==> config.mk <==
export PLATFORM = sky130hd
export DESIGN_NAME = idli_stack_m
export DESIGN_NICKNAME = d
export VERILOG_FILES = /design/src/rtl/idli_stack_m.sv
export SDC_FILE = /design/constraint.sdc
export NUM_CORES = 1
export LEC_CHECK = 0
export CELL_PAD_IN_SITES_DETAIL_PLACEMENT = 1
export CELL_PAD_IN_SITES_GLOBAL_PLACEMENT = 2
export CORE_MARGIN = 2
export CORE_UTILIZATION = 32
export CTS_CLUSTER_SIZE = 14
export DETAILED_ROUTE_END_ITERATION = 7
export PLACE_DENSITY = 0.74
export SLEW_MARGIN = 20
export SYNTH_ARGS = -nofsm -noshare
export SYNTH_HDL_FRONTEND = slang
export SYNTH_SLANG_ARGS = --single-unit
==> constraint.sdc <==
create_clock -name i_stack_gck -period 3.49 [get_ports i_stack_gck]
set_input_delay 0.698 -clock i_stack_gck [delete_from_list [all_inputs] [get_ports i_stack_gck]]
set_output_delay 0.698 -clock i_stack_gck [all_outputs]
set_load 0.05 [all_outputs]
==> src/rtl/idli_stack_m.sv <==
// idli_stack_m: parametrised LIFO stack with occupancy count, full/empty
// flags, sticky overflow/underflow errors, synchronous clear and a peek port.
// The top and peek reads are combinational from the state registers, so the
// read latency is zero. The storage array has no reset. Every output is masked
// by the live count, so stale entries are never visible.

module idli_stack_m #(
  parameter int WIDTH = 4,
  parameter int DEPTH = 4,
  localparam int CNT_W = $clog2(DEPTH + 1),
  localparam int IDX_W = $clog2(DEPTH)
) (
  input  logic             i_stack_gck,
  input  logic             i_stack_rst,
  input  logic             i_stack_clr,
  input  logic             i_stack_push,
  input  logic             i_stack_pop,
  input  logic [WIDTH-1:0] i_stack_data,
  output logic [WIDTH-1:0] o_stack_data,
  input  logic [IDX_W-1:0] i_stack_peek_idx,
  output logic [WIDTH-1:0] o_stack_peek_data,
  output logic             o_stack_peek_vld,
  output logic [CNT_W-1:0] o_stack_count,
  output logic             o_stack_empty,
  output logic             o_stack_full,
  output logic             o_stack_ovf,
  output logic             o_stack_udf
);

  localparam logic [CNT_W-1:0] CNT_ZERO  = {CNT_W{1'b0}};
  localparam logic [CNT_W-1:0] CNT_ONE   = CNT_W'(1);
  localparam logic [CNT_W-1:0] CNT_DEPTH = CNT_W'(DEPTH);

  logic [WIDTH-1:0] mem_q [DEPTH];
  logic [CNT_W-1:0] count_q, count_d;
  logic             ovf_q, ovf_d;
  logic             udf_q, udf_d;
  logic             wr_en_d;
  logic [IDX_W-1:0] wr_idx_d;

  logic [IDX_W-1:0] top_idx_s;
  logic [CNT_W-1:0] peek_ext_s;
  logic [IDX_W-1:0] peek_pos_s;
  logic             peek_vld_s;

  // Next-state decode: reset/clear dominate, then the push/pop operation table.
  always_comb begin
    count_d  = count_q;
    ovf_d    = ovf_q;
    udf_d    = udf_q;
    wr_en_d  = 1'b0;
    wr_idx_d = IDX_W'(count_q);
    if (i_stack_rst || i_stack_clr) begin
      count_d = CNT_ZERO;
      ovf_d   = 1'b0;
      udf_d   = 1'b0;
    end else begin
      case ({i_stack_push, i_stack_pop})
        2'b10: begin
          if (count_q != CNT_DEPTH) begin
            wr_en_d  = 1'b1;
            wr_idx_d = IDX_W'(count_q);
            count_d  = count_q + CNT_ONE;
          end else begin
            ovf_d = 1'b1;
          end
        end
        2'b01: begin
          if (count_q != CNT_ZERO) begin
            count_d = count_q - CNT_ONE;
          end else begin
            udf_d = 1'b1;
          end
        end
        2'b11: begin
          // Replace the top in place. This is legal when full, and it is a
          // pop-on-empty when there is no top to replace.
          if (count_q != CNT_ZERO) begin
            wr_en_d  = 1'b1;
            wr_idx_d = IDX_W'(count_q - CNT_ONE);
          end else begin
            udf_d = 1'b1;
          end
        end
        default: begin
          count_d = count_q;
        end
      endcase
    end
  end

  // Control state registers with synchronous active-high reset.
  always_ff @(posedge i_stack_gck) begin
    if (i_stack_rst) begin
      count_q <= CNT_ZERO;
      ovf_q   <= 1'b0;
      udf_q   <= 1'b0;
    end else begin
      count_q <= count_d;
      ovf_q   <= ovf_d;
      udf_q   <= udf_d;
    end
  end

  // Storage array write port. It has no reset, because the count masks its contents.
  always_ff @(posedge i_stack_gck) begin
    if (wr_en_d) begin
      mem_q[wr_idx_d] <= i_stack_data;
    end
  end

  // Zero-latency top/peek reads and status flags derived from the state.
  always_comb begin
    top_idx_s  = IDX_W'(count_q - CNT_ONE);
    peek_ext_s = CNT_W'(i_stack_peek_idx);
    peek_vld_s = (peek_ext_s < count_q);
    peek_pos_s = IDX_W'(count_q - CNT_ONE - peek_ext_s);

    o_stack_count = count_q;
    o_stack_empty = (count_q == CNT_ZERO);
    o_stack_full  = (count_q == CNT_DEPTH);
    o_stack_ovf   = ovf_q;
    o_stack_udf   = udf_q;

    if (count_q != CNT_ZERO) begin
      o_stack_data = mem_q[top_idx_s];
    end else begin
      o_stack_data = {WIDTH{1'b0}};
    end

    o_stack_peek_vld = peek_vld_s;
    if (peek_vld_s) begin
      o_stack_peek_data = mem_q[peek_pos_s];
    end else begin
      o_stack_peek_data = {WIDTH{1'b0}};
    end
  end

endmodule

==> qor.csv <==
stage;metric;value;unit
status;status;complete, no violations;
floorplanning;chip width;66.4;um
timing;WHS;0.473;ns
synth;post-synthesis instance total;103;
place;routability cong.;0.689;
global_routing;pin count of the biggest net entering global routing;13;
floorplanning;core area;3720;um2
synth;Yosys warnings;0;
clock_network;CTS tree;done;
clock_network;clk_lat worst skew;0.27;ns
finish;Nets;150;
power_and_ir_drop;Lkg Pwr;0.576;nW
timing;Final WS setup;0.0794;ns
synth;EDFF count, synth;16;
run;Max-Cap Viols;0;
global_routing;vias in the first global route;961;
timing;period utilization;97.7;%
setup_path;Crit path required time;2.79;ns
place;PortBufs;26;
detailed_routing;DRT iter0 DRCs;15;
synth;post-synth cell types;31;
synth;mux cell area share after synthesis;14.4;%
synth;sequential-to-total area share from yosys stat;46.5;%
setup_path;Worst setup SP type;input pin;
clock_network;CTS Sinks;21;
synth;simple-gate share of the synthesized area;17.2;%
clock_network;CTS Buf Count;3;
detailed_routing;Pre-Repair DR Iteration Count;2;
floorplanning;Die Span Y;66.4;um
synth;Yosys reg bits;21;
finish;most common cell after layout, fill and taps aside;clkdlybuf4s50_1;
finish;most frequent cells in the layout;17 x clkdlybuf4s50_1, 16 x edfxtp_1, 9 x nor2b_1, 9 x buf_4;
clock_network;H-tree Lvls;1;
synth;Synth top area share;38.5;%
global_routing;initial antenna violation count;0;
setup_path;Buf+Inv Stages, Crit Path;2;
clock_network;clock root cell;clkbuf_8;
timing;slew of the pin with the lowest slew margin;0.522;ns
synth;largest family of logic cells by synthesized area;simple AND/OR/NAND/NOR gates;
timing;post-route setup TNS;0;ns
setup_path;critical path's slowest cell;mux4_2;
synth;Async SR Flop Fraction;0;%
synth;Post-Synth XOR/XNOR Area;3.41;%
setup_path;delay-heaviest family, CP;buffers and inverters;
timing;clk_skew;0.00356;ns
place;post-detail-place hpwl;2.30;mm
finish;layout cells sized above 1;21.2;%
power_and_ir_drop;pwr/cell area;349;nW/um2
detailed_routing;drt wl/cell;16.7;um
global_routing;first-pass GRT wire length;4.94;mm
finish;Layout area overhead;29.5;%
detailed_routing;via density per instance;5.08;
hold_path;HP Class;reg -> reg;
setup_path;critical path arrival;2.71;ns
detailed_routing;aggregate routed wire length;3.01;mm
timing;Slew HR;65.2;%
setup_path;WS Path Type;in -> out;
place;Place WS;0.0506;ns
clock_network;Max Buffers Root-to-Sink;2;
timing;final hold viol count;0;
timing;post-layout minimum cycle time;3.41;ns
finish;Inserted Diodes;0;
timing;Final Setup Violations;0;
floorplanning;die area;4410;um2
setup_path;Crit. End Element;output pin;
synth;largest cells by area after synthesis;edfxtp_1 39%, mux4_2 14%, dfxtp_1 8.0%;
timing;Max Fclk;293;MHz
power_and_ir_drop;Final Power;564;uW
global_routing;grt ovf;0;
synth;adder-cell share of the synthesized area;6.02;%
detailed_routing;# DRC;0;
power_and_ir_drop;peak supply drop;159;uV
synth;Net Count, Synth;120;
setup_path;CP peak stage delay;0.54;ns
floorplanning;Rows;22;
timing;Final Max Slew Viols;0;
detailed_routing;DRT antenna net count;0;
setup_path;worst-path maximum fanout;4;
synth;Synth area leader;edfxtp_1;
setup_path;crit path cell chain;clkdlybuf4s50_1 > ha_1 > xor2_1 > xnor2_2 > mux4_2 > nor2b_1 > buf_6;
synth;commonest register cell after synthesis;edfxtp_1;
detailed_routing;Vias;914;
floorplanning;Initial Util;33.6;%
synth;Synth Cell Area;1250;um2
global_routing;GRT Overall Usage;15.5;%
clock_network;clock slew at reported path FFs;0.08;ns
synth;Mapped Avg Cell Area;12.1;um2
synth;Synth Area in Compound Gates;7.82;%
floorplanning;I/O pin count;27;
-- cell type report --
type	count	area, um2
clock buffers	3	41.3
clock inverters	1	5.00
fillers	412	2100
inverters	5	18.8
multi-input cells	72	609
flip-flops and latches	21	581
well taps	48	60.1
repair buffers	30	300
-- routing by layer --
layer,part of all wire (%),vias up,track usage (%)
met1,46,445,20.1
met4,3.1,0,7.65
met3,3.2,8,2.90
met5,0,-,0
met2,48,19,24.8
li1,-,442,-
-- worst register-to-register path, stage by stage, from the launching register on --
cell and delay, ns:
dfxtp_1 0.43, inv_1 0.15, ha_1 0.32, nor2b_4 0.21, or3_4 0.44, or3_1 0.32, a21oi_1 0.40
-- report_power, final --
| part | internal (mW) | leakage [nW] | switching [mW] | total (mW) |
|---|---|---|---|---|
| Combinational | 0.0572 | 0.366 | 0.0695 | 0.127 |
| Sequential | 0.271 | 0.185 | 0.00212 | 0.273 |
| Clock | 0.0799 | 0.0255 | 0.0844 | 0.164 |
-- final timing paths --
check	start	end	slack, ns	depth (start not counted)
worst max-delay path	i_stack_peek_idx[0]	o_stack_peek_data[0]	0.08	7
worst min-delay path	o_stack_udf$_SDFFE_PP0P_	o_stack_udf$_SDFFE_PP0P_	0.47	2
worst max register to register	o_stack_count[0]$_SDFFE_PP0P_	mem_q[2][3]$_DFFE_PP_	0.86	6
worst min register to register	o_stack_udf$_SDFFE_PP0P_	o_stack_udf$_SDFFE_PP0P_	0.47	2
-- through the flow --
step | instances | utilization (%) | area (um2)
6_report | 180 | 43.5 | 1620
3_5_place_dp | 174 | 41.6 | 1550
4_1_cts | 178 | 42.9 | 1590
2_1_floorplan | 103 | - | 1250
3_3_place_gp | 174 | 41.6 | 1550
5_1_grt | 180 | 43.5 | 1620
-- logic make-up after synthesis --
kind of cell / Yosys count
xor gates and xnor gates: 4
buffers and inverters: 10
and+or+nand+nor: 38
DFF: 21
adders and majority gates: 6
muxes: 8
AOI/OAI and AO/OA: 16
-- synthesized netlist by cell type, types with 3 or more instances --
| master | count |
|---|---|
| nand2_1 | 5 |
| nor2_1 | 6 |
| ha_1 | 6 |
| dfxtp_1 | 5 |
| a21oi_1 | 8 |
| nor2b_1 | 9 |
| inv_1 | 5 |
| edfxtp_1 | 16 |
| mux4_2 | 8 |
| nand2b_1 | 3 |
| nand3_1 | 7 |
-- timing repair --
action,CTS,global route
endpoints found under the setup margin,0,2
buffers inserted,0,2
gates resized for setup,0,2
hold buffers,0,0
-- sequential cells by signal, summed over array words and instances (netlist names) --
| name | count |
|---|---|
| o_stack_udf | 1 |
| mem_q | 16 |
| o_stack_count | 3 |
| o_stack_ovf | 1 |
No activity file was read; power rests on OpenSTA's default activity.
==> RTL edit 1: new RTL, same flow settings <==
Set the parameter `WIDTH` to 5 (it was 4).
--- a/src/rtl/idli_stack_m.sv
+++ b/src/rtl/idli_stack_m.sv
@@ -7,3 +7,3 @@
 module idli_stack_m #(
-  parameter int WIDTH = 4,
+  parameter int WIDTH = 5,
   parameter int DEPTH = 4,
Interface: changed (resized i_stack_data, o_stack_data and o_stack_peek_data); port bits go from 27 to 30. The function was not compared with the original's and may differ.
==> RTL edit 1 against the unedited design <==
Final cell count up 11%; first-iteration DRC count up 140%; register-to-register slack better by 0.03 ns; total power up 15%; worst setup slack better by 0.14 ns; via count up 11%; area after synthesis up 14%; wire length up 13%; design area up 18%; combinational power up 16%; clock skew up 0.0027 ns; sequential cell count up 4; fmax up 4.4%; largest cell class is now registers.
==> RTL edit 1: results (changes against the unedited design) <==
| Metric | Value |
|---|---|
| Pin count of the biggest net entering global routing | `16 (+3)` |
| Flip-flop count of the largest register after layout | `20 (+4)` |
| Final Net Count | `166 (+11%)` |
| Post-route clock skew | `0.006211 ns (+0.002655 ns)` |
| Per-cell via count in the routed design | `5.075 (about the same)` |
| DP Worst Slack | `-0.01209 ns (-0.06271 ns)` |
| GPL Wtd Cong | `0.7186 (+4.3%)` |
| Number of DRC violations after detailed-routing iteration 0 | `36 (+21)` |
| Placed cell count | `193 (+11%)` |
| Source of the worst register-to-register timing path | `o_stack_count[1]$_SDFFE_PP0P_` |
| Slack of the worst reg-to-reg path | `0.89 ns (+0.03 ns)` |
| Number of enable flip-flop cells after synthesis | `20 (+4)` |
| Proportion of layout cells with a drive suffix above 1 | `29.25% (+8.0 points)` |
| Slew of the pin with the lowest slew margin | `0.6495 ns (+0.1278 ns)` |
| Post-detailed-placement cell area | `1822 µm² (+18%)` |
| Net Count, Synth | `129 (+7.5%)` |
| 1st-pass router iterations | `4 (+2)` |
| Highest ir drop seen on vdd | `0.1947 mV (+22%)` |
| Data arrival time of the worst path | `2.57 ns (-0.14 ns)` |
| Register area share after synthesis | `49.17% (+2.6 points)` |
| Number of I/O port buffers | `29 (+12%)` |
| Post-Route Hold Slack | `0.4714 ns (-0.001233 ns)` |
| Run status | `completed` |
| Global-route total usage across every layer | `15.10% (-0.41 points)` |
| CP max stage cell | `sky130_fd_sc_hd__clkdlybuf4s50_1` |
| Reg-to-reg critical path endpoint | `mem_q[2][1]$_DFFE_PP_` |
| Routed length per instance | `17.02 µm (+1.8%)` |
| Maximum net fanout on the critical path | `5 (+1)` |
| Cell count of the worst reg-to-reg path | `7 (+1)` |
| Main area contributors after synthesis | `sky130_fd_sc_hd__edfxtp_1, sky130_fd_sc_hd__mux4_2, sky130_fd_sc_hd__dfxtp_1` |
-- RTL edit 1: cell types whose count changed after synthesis --
cell,before,now
sky130_fd_sc_hd__nor2b_1,9,11
sky130_fd_sc_hd__clkbuf_1,0,1
sky130_fd_sc_hd__edfxtp_1,16,20
sky130_fd_sc_hd__buf_1,1,0
sky130_fd_sc_hd__mux4_2,8,10
-- RTL edit 1: power breakdown --
group,internal [W],total [W],switching [W]
combinational,0.0000676,0.000147,0.0000791
sequential,0.000324,0.000326,0.00000175
clock,0.0000809,0.000177,0.0000962
-- RTL edit 1: layer usage --
layer / vias up / wire (µm) / GRT usage, %
li1: 484 / - / -
met3: 4 / 124 / 2.991
met2: 20 / 1680 / 26.27
met5: - / 0 / 0
met4: 0 / 34 / 3.983
met1: 502 / 1548 / 19.27
-- RTL edit 1: logic make-up after synthesis --
| family | after synthesis | share of synthesized area, % |
|---|---|---|
| AOI/OAI and AO/OA | 16 | 6.849 |
| xor gates and xnor gates | 4 | 2.986 |
| adders and majority gates | 6 | 5.268 |
| buffers and inverters | 10 | 4.038 |
| DFF | 25 | 49.17 |
| muxes | 10 | 15.80 |
| and+or+nand+nor | 40 | 15.89 |
-- RTL edit 1: layout make-up --
cell class	instances	area, µm²	share of cell area [%]
clock buffer	3	41.29	2.171
clock inverter	1	7.507	0.3947
inverter	5	18.77	0.9868
multi-input combinational	76	689.4	36.25
sequential	25	700.7	36.84
tap	52	65.06	3.421
timing repair buffer	37	379.1	19.93
-- RTL edit 1: what timing repair did --
item,CTS,global route
gates resized for setup,0,4
endpoints found under the setup margin,3,3
setup buffers,1,1
pin swaps,1,0
==> RTL edit 2: new RTL, same flow settings <==
Without the edit above. Reset style: asynchronous (`i_stack_rst`), changed in one clocked block. Comments in the files are not updated.
--- a/src/rtl/idli_stack_m.sv
+++ b/src/rtl/idli_stack_m.sv
@@ -92,3 +92,3 @@
   // Control state registers with synchronous active-high reset.
-  always_ff @(posedge i_stack_gck) begin
+  always_ff @(posedge i_stack_gck or posedge i_stack_rst) begin
     if (i_stack_rst) begin
Formal check against the unedited RTL: differs if i_stack_rst is asserted again (counterexample within 4 cycles, from zero or initial values and one cycle with i_stack_rst high); with i_stack_rst held inactive, the same outputs for 10 cycles.
==> RTL edit 2 against the unedited design <==
Area after synthesis increased by 1.6%; critical path depth is the same; highest routed layer unchanged; design area is 0.46% higher; total power shrank 1.7%; wire length grew 3.0%; largest cell class unchanged; non-clock buffer count unchanged; worst setup slack gained 0.088 ns; sequential cell count stayed put.
==> RTL edit 2: results (changes against the unedited design) <==
| Metric | Value |
|---|---|
| Post-Synth XOR/XNOR Area | `2.764% (-0.65 points)` |
| Global-route wire length before repair | `5.168 mm (+4.6%)` |
| Source of the worst register-to-register timing path | `o_stack_count[1]$_DFFE_PP0P_` |
| Layout clock area frac | `2.853% (-0.013 points)` |
| Slack of the worst reg-to-reg path | `0.97 ns (+0.11 ns)` |
| Data arrival time of the worst path | `2.62 ns (-0.09 ns)` |
| Multiplexer fraction of the synthesized cell area | `15.40% (+0.96 points)` |
| Switch Pwr | `0.0001526 W (-2.1%)` |
| Storage element area | `605.6 µm² (+4.3%)` |
| Number of filler cells placed in the layout | `425 (+3.2%)` |
| Leakage power summed over all cells | `0.6116 nW (+6.1%)` |
| End of the worst hold path | `o_stack_udf$_DFFE_PP0P_` |
| Post-route clock skew | `0.001536 ns (-0.002020 ns)` |
| Final Net Count | `152 (+1.3%)` |
| Util after Layout | `43.35% (-0.12 points)` |
| Non-clock buffer share of cell area | `16.50% (-2.1 points)` |
| Part of the cycle the worst path needs | `95.21% (-2.5 points)` |
| Normalized max-slew margin | `61.54% (-3.7 points)` |
| DP Worst Slack | `0.1589 ns (+0.1083 ns)` |
| Maximum net fanout on the critical path | `2 (-2)` |
| Non-Filler Instances | `182 (+1.1%)` |
| Non-clock inverter count | `7 (+2)` |
| Routed length per instance | `17.02 µm (+1.8%)` |
| Register area share after synthesis | `47.78% (+1.2 points)` |
| Pin count of the biggest net entering global routing | `14 (+1)` |
| Highest ir drop seen on vdd | `0.2651 mV (+66%)` |
| Commonest cells post-synth | `sky130_fd_sc_hd__edfxtp_1, sky130_fd_sc_hd__a21oi_1, sky130_fd_sc_hd__inv_1` |
| Post-synthesis cell type count | `32 (+3.2%)` |
| Run status | `completed` |
| Number of global-route vias before repair | `985 (+2.5%)` |
| Detailed Place HPWL | `2.327 mm (+1.1%)` |
| Min-delay src | `o_stack_udf$_DFFE_PP0P_` |
| Routed via count | `951 (+4.0%)` |
| Net Count, Synth | `121 (+0.83%)` |
| Reg-to-reg critical path endpoint | `mem_q[2][1]$_DFFE_PP_` |
| Proportion of layout cells with a drive suffix above 1 | `16.42% (-4.8 points)` |
| Post-detailed-placement cell area | `1577 µm² (+1.9%)` |
==> RTL edit 2: cell count changes in the layout (fill, tap and decap cells not counted), sizes merged, moves of 3 or more <==
| cell | delta |
|---|---|
| nor2b | -5 |
| nor3 | +3 |
| nand3 | -4 |
| and2 | +4 |
| dfxtp | -5 |
| dfrtp | +5 |
==> RTL edit 2: layer usage <==
metal | track usage (%) | vias to the layer above | routed length [µm]
met3 | 2.534 | 4 | 58
met2 | 26.13 | 11 | 1584
li1 | - | 454 | -
met1 | 22.37 | 482 | 1423
met4 | 3.827 | 0 | 31
met5 | 0 | - | 0
==> RTL edit 2: power groups by stage <==
stage / Sequential, W / Combinational, W / Clock, W
floorplan: 0.000283 / 0.0000717 / 0
global placement: 0.000279 / 0.000120 / 0
detailed placement: 0.000279 / 0.000122 / 0
CTS: 0.000273 / 0.000122 / 0.000165
global route: 0.000274 / 0.000130 / 0.000181
finish: 0.000273 / 0.000121 / 0.000160
